<file path="config.mk">
export PLATFORM = sky130hd
export DESIGN_NAME = weight_code_gen
export DESIGN_NICKNAME = d
export VERILOG_FILES = /design/src/rtl/weight_code_gen.sv
export SDC_FILE = /design/constraint.sdc
export NUM_CORES = 1
export LEC_CHECK = 0
export ABC_AREA = 1
export BUFFER_PORTS_ARGS = -buffer_cell sky130_fd_sc_hd__buf_2
export CELL_PAD_IN_SITES_DETAIL_PLACEMENT = 0
export CELL_PAD_IN_SITES_GLOBAL_PLACEMENT = 1
export CORE_MARGIN = 4
export CORE_UTILIZATION = 30
export CTS_BUF_LIST = sky130_fd_sc_hd__clkbuf_4 sky130_fd_sc_hd__clkbuf_8
export CTS_CLUSTER_DIAMETER = 100
export DETAILED_ROUTE_END_ITERATION = 10
export HOLD_SLACK_MARGIN = 0.05
export PLACE_DENSITY = 0.59
export SYNTH_ARGS = -nofsm -noshare
export SYNTH_HDL_FRONTEND = slang
export SYNTH_SLANG_ARGS = --single-unit
</file>
<file path="constraint.sdc">
create_clock -name clk -period 1.8 [get_ports clk]
set_input_delay 0.09 -clock clk [delete_from_list [all_inputs] [get_ports clk]]
set_output_delay 0.09 -clock clk [all_outputs]
set_load 0.05 [all_outputs]
</file>
<file path="src/rtl/weight_code_gen.sv">
// weight_code_gen: streams every N-bit word whose popcount lies in
// [MIN_W, MAX_W], ascending, over a valid/ready handshake. One candidate
// is tested per SEARCH cycle; qualifying words are held in OFFER until taken.
module weight_code_gen #(
  parameter int N     = 4,
  parameter int MIN_W = 2,
  parameter int MAX_W = 3
) (
  input  logic         clk,
  input  logic         rst_n,
  input  logic         start,
  input  logic         abort,
  input  logic         loop,
  output logic [N-1:0] out_data,
  output logic         out_valid,
  input  logic         out_ready,
  output logic         busy,
  output logic         done,
  output logic [N:0]   count
);

  typedef enum logic [1:0] {IDLE, SEARCH, OFFER, DONE} state_t;

  localparam logic [N-1:0] LAST = '1;
  localparam logic [N:0]   CMAX = (N+1)'(1) << N;
  localparam logic [3:0]   WMIN = 4'(MIN_W);
  localparam logic [3:0]   WMAX = 4'(MAX_W);

  state_t       state, state_nx;
  logic [N-1:0] cand, cand_nx;
  logic [N:0]   count_nx;
  logic [3:0]   wt;
  logic         qual;

  // popcount of the current candidate (N <= 8 fits in 4 bits)
  always_comb begin
    wt = '0;
    for (int i = 0; i < N; i++) wt = wt + 4'(cand[i]);
  end

  assign qual = (wt >= WMIN) && (wt <= WMAX);

  // next-state, candidate and pass-count logic; abort overrides everything
  always_comb begin
    state_nx = state;
    cand_nx  = cand;
    count_nx = count;
    if (abort) begin
      state_nx = IDLE;
    end else begin
      case (state)
        IDLE: if (start) begin
          state_nx = SEARCH;
          cand_nx  = '0;
          count_nx = '0;
        end
        SEARCH: begin
          if (qual)              state_nx = OFFER;
          else if (cand == LAST) state_nx = DONE;
          else                   cand_nx  = cand + 1'b1;
        end
        OFFER: if (out_ready) begin
          // saturate rather than wrap
          if (count != CMAX) count_nx = count + (N+1)'(1);
          if (cand == LAST) state_nx = DONE;
          else begin
            state_nx = SEARCH;
            cand_nx  = cand + 1'b1;
          end
        end
        DONE: begin
          if (loop) begin
            state_nx = SEARCH;
            cand_nx  = '0;
            count_nx = '0;
          end else begin
            state_nx = IDLE;
          end
        end
        default: state_nx = IDLE;
      endcase
    end
  end

  // state register
  always_ff @(posedge clk or negedge rst_n) begin
    if (!rst_n) begin
      state <= IDLE;
      cand  <= '0;
      count <= '0;
    end else begin
      state <= state_nx;
      cand  <= cand_nx;
      count <= count_nx;
    end
  end

  // outputs decode straight from registered state, so reset clears them at once
  assign out_valid = (state == OFFER);
  assign out_data  = out_valid ? cand : '0;
  assign busy      = (state == SEARCH) || (state == OFFER);
  assign done      = (state == DONE);

endmodule
</file>
Word level (Yosys, flattened, before mapping)
Index checks and enable logic that the tools add are counted. W data, S select, Z words.

Output and inout port bits: 12. Register bits after elaboration: 11. Word-level logic and storage cells: 51.

Reduce and logical (&&, ||, !) cells: 7. Multiplexer cells: 20. Magnitude comparators: 2. $add $sub $neg: 5. Bitwise operators: 1. Eq/ne operators: 13.

Operator list (count): $mux W4 (6); $mux W5 (4); $pmux W4 S4 (1); $pmux W5 S3 (1); $mux W2 (6); $pmux W2 S4 (1); $ne A2 B2 Y1 const B (3); $reduce_and A6 Y1 (1); $add A5 B1 Y5 const B (1); $ne A5 B5 Y1 const B (1); $reduce_and A5 Y1 (1); $add A3 B1 Y4 (1); $add A4 B1 Y4 const B (1); $eq A2 B2 Y1 const B (2); $eq A4 B4 Y1 const B (1); $ge A4 B2 Y1 const B (1); $le A4 B2 Y1 const B (1); $ne A2 B1 Y1 const B (2); $ne A4 B4 Y1 const B (1); $add A2 B1 Y3 (1); $ne A3 B2 Y1 const B (1); $ne A3 B3 Y1 const B (1); $reduce_and A3 Y1 (1); $reduce_bool A3 Y1 (1); other kinds (7) (7).

Logic depth before layout (Yosys ltp)
Depth after elaboration: 8. Gate-level depth with buffers: 10. Depth with buffers taken out: 10.

Worst setup path before layout
OpenSTA, ideal clock, no wires.

Kind: flip-flop to flip-flop. Start point: register state[0]. End point: register count[3]. Stages on the path, launching flop included: 9. Buffers on the path: 1. Period minus slack after synthesis: 1.754 ns. Data required time: 1.682 ns. Setup slack: 0.046 ns. Arrival: 1.636 ns. Path through: dfrtp_1 > inv_1 > ha_1 > buf_4 > nand4_2 > nand3_4 > clkinv_2 > nand2_1 > nand2_1.

Longest elaborated chain between the ends: 3. Elaborated cells on any way between the ends: 10.

RTL lines: from (decl) (line 29) `state_t state, state_nx;`; from (signal assigned) (line 92) `state <= state_nx;`; $eq A2 B2 Y1 *; net out_valid (line 15) `output logic out_valid,`; $ne A2 B1 Y1 (no source line) / $reduce_bool A3 Y1 (equally long branches); $reduce_and A6 Y1 (no source line); to (signal assigned) (line 94) `count <= count_nx;`; to (decl) (line 19) `output logic [N:0] count`.

Mark *: on every way through the listed nets, which the timed path passes. The rest lies on a longest branch. A chain may end at the register's enable or synchronous reset.

Worst setup path in the final report
Start point: register cand[3]. End point: register cand[2].

Longest elaborated chain between the ends: 5. Elaborated cells on any way between the ends: 11.

RTL lines: from (decl) (line 30) `logic [N-1:0] cand, cand_nx;`; from (signal assigned) (line 93) `cand <= cand_nx;`; $add A3 B1 Y4 (line 38) `for (int i = 0; i < N; i++) wt = wt + 4'(cand[i]);`; $ge A4 B2 Y1 / $le A4 B2 Y1 (equally long branches) (line 41) `assign qual = (wt >= WMIN) && (wt <= WMAX);`; $logic_and A1 B1 Y1 (line 41); $ne A2 B2 Y1 (no source line); $reduce_and A5 Y1 (no source line).

Several ways; a longest one is shown, not always the timed one. The select of a mux whose other input is x is not followed.

==> results.md <==
* Core ar. at 3100 um2
* CP Class: reg2reg
* Gr busiest metal: met2
* Avg Cell Area, Syn at 7.56 um2
* GR Util met3 at 0.0120
* Final Instance Area at 1170 um2
* Drt drc at 0
* Min cycle time layout at 1.66 ns
* # rows at 20
* Relative slew slack at 0.781
* Final number of max-transition violations at 0
* Die Y at 65.3 um
* First-pass GRT wire length at 3.72 mm
* Ant. Diodes at 0
* Syn Std Cell Area at 983 um2
* Crit path top cell by count: nand2_2
* Worst R2R Setup Slack at 0.14 ns
* Tcrit/Tclk final at 0.923
* Seq/Total Area, Yosys at 0.280
* ANT nets after route at 0
* Worst Setup SP: cand[3]
* DRT iter0 DRCs at 16
* Via/cell ratio at 4.26
* CTS tree: built
* Post-synth top cells: 37 x nand2_1, 20 x inv_1, 11 x dfrtp_1
* Share of the synthesized area in the top cell type at 0.280
* Max-cap violations at 0
* Peak VDD IR at 434 uV
* Tot GR Track Use at 0.111
* Crit path max-delay cell type: dfrtp_1
* Met2 global-route usage at 0.185
* Synth Instances at 130
* Fmax at 602 MHz
* Reg2reg end: cand[2]
* CTS Buffer Depth at 2
* Fraction of layout cells with a size suffix above 1 at 0.338
* H-tree levels at 1
* Syn_nets at 144
* Die ar. at 4260 um2
* Worst setup endpoint: cand[2]
* Total grt overflow at 0
* Pin count of the biggest net entering global routing at 12
* Final Setup Violations at 0
* Final Hold Fails at 0
* Multi-input logic area at 591 um2
* Pin slew with the least headroom to its limit at 0.329 ns
* Synth area leaders: dfrtp_1 28%, nand2_1 14%, ha_1 8.9%
* Clk root buf: clkbuf_4
* Via count at 843
* WP buf/inv at 2
* Worst reg2reg startpoint: cand[3]
* Hpwl dp at 1.79 mm
* Status: completed
* Number of synthesis warnings at 0
* Hold/Removal Path Class: in2reg
* Clock Skew at 0.00745 ns
* Clock sinks at 11
* Crit path required time at 1.95 ns
* CTS Buf Count at 3
* Power Density at 1250 nW/um2
* Sequential cell area at 275 um2
* I/O Buffers at 17
* RSZ-0062 raised after global routing: false
* #FFs+latches synth at 11
* EDFF count, synth at 0
* Area after DPL at 1130 um2
* CP top delay family: simple AND/OR/NAND/NOR gates
* # IOs at 18
* Crit. End Element: flop
* Initial antenna violation count at 0
* Reg2Reg Depth at 10
* Setup_tns at 0 ns
* TritonRoute pass-1 iters at 4
* Synth-to-Final Area Change at 19.5%
* Crit-path max FO at 5
* Final Routed Wirelength at 2.12 mm
* Grt met1 use at 0.145
* CTS clk-pin slew, worst paths at 0.07 ns
* Worst-path cell chain: inv_2 -> fa_1 -> inv_1 -> nand2_2 -> nand2_4 -> nand2_2 -> nand2_2 -> nand3_2 -> nand2_1 -> nand2_1
* Asr flop ratio synth at 1.00
* Critical path depth at 10
* WP data arrival at 1.81 ns
* Synth area leader: dfrtp_1
* Filler cells at 354
* GP Congestion at 0.826
* DR WL/cell at 10.7 um
* Leakage at 0.661 nW
* Most numerous cell in the Yosys netlist: nand2_1
* Vias in the first global route at 810
* PostCTS Resize Cnt at 0
* Top FF cell, synth: dfrtp_1
* CP peak stage delay at 0.43 ns
* Starting Density at 0.317
* Critical Path Source Type: flop
* Clock latency on the worst-skew pair at 0.26 ns
* Die X at 65.3 um
* Count of cell types in the netlist at 28
* Layout Nets at 169
sequential cells by signal (all words and copies together), names as in the netlist:
name	cells
state	2
cand	4
count	5
tightest hold or removal path: cells and delay by family:
kind / cells / cell delay [ns]
compound gates: 1 / 0.04
simple gates: 2 / 0.10
buf+inv: 1 / 0.11
per-layer routing:
metal / vias up / routed length, um
met2: 21 / 972
met5: - / 0
met3: 2 / 104
met4: 0 / 20
li1: 449 / -
met1: 371 / 1020
cells by family (layout without fill, tap and decap cells):
logic type | Yosys count | in the layout | share of synthesized area
and+or+nand+nor | 71 | 71 | 0.392
buffers and inverters | 28 | 52 | 0.120
DFF | 11 | 11 | 0.280
AOI/OAI and AO/OA | 10 | 10 | 0.0814
adders and majority gates | 8 | 8 | 0.109
xor gates and xnor gates | 2 | 2 | 0.0178
placed cells by master (no fill, tap or decap):
cell type and count:
nand4_2 1, o21ai_2 1, dlygate4sd3_1 1, nand3_4 1
or2_2 1, a21oi_2 1, nor2_8 1, dfrtp_1 11
buf_2 17, clkbuf_4 4, fa_1 1, o21ai_1 3
xor2_1 2, inv_2 5, o21ai_4 2, nand2_1 37
ha_1 7, inv_1 20, nand3_1 8, nor2_1 5
nor2_4 1, nand2_4 2, clkinv_2 1, nand2_2 5
a21oi_1 3, nor3_1 1, buf_4 4, nand3_2 3
nor2_2 2, nand4_1 3
worst min path at each step:
stage,start,end,slack [ns],cells after the start
floorplan,rst_n,cand[0],-0.21,0
global placement,rst_n,cand[2],-0.02,1
detailed placement,rst_n,count[1],-0.02,1
CTS,abort,state[1],0.11,4
global route,abort,state[1],0.13,4
finish,abort,state[1],0.11,4
where the power goes:
group          total, mW  internal, mW  switching (mW)  leakage, nW
logic              0.914         0.274           0.640        0.493
clock network      0.179         0.101          0.0784       0.0184
registers          0.371         0.303          0.0675        0.150
total               1.46         0.678           0.786        0.661
cell type report:
type                            count  share of cell area
Inverter                           26              0.0841
Tap cell                           44              0.0469
Timing Repair Buffer               22               0.106
Clock buffer                        4              0.0256
Multi-Input combinational cell     91               0.503
Sequential cell                    11               0.234
metrics by stage:
step	hold slack [ns]	std cells	power, mW	worst slack, ns	util
after floorplan	-0.206	130	1.09	0.0455	-
after global placement	-0.0228	192	1.30	0.144	0.363
after detailed placement	-0.0212	192	1.31	0.121	0.363
after CTS	0.107	197	1.50	0.105	0.376
after global routing	0.126	198	1.62	0.0316	0.379
final	0.111	198	1.46	0.139	0.379
what timing repair did:
action / 4_1_cts / 5_1_grt
setup endpoints to repair: 0 / 2
hold endpoints to repair: 11 / 0
setup buffers: 0 / 1
hold buffers: 1 / 0
Note: power is estimated with default switching activity, not from simulation.
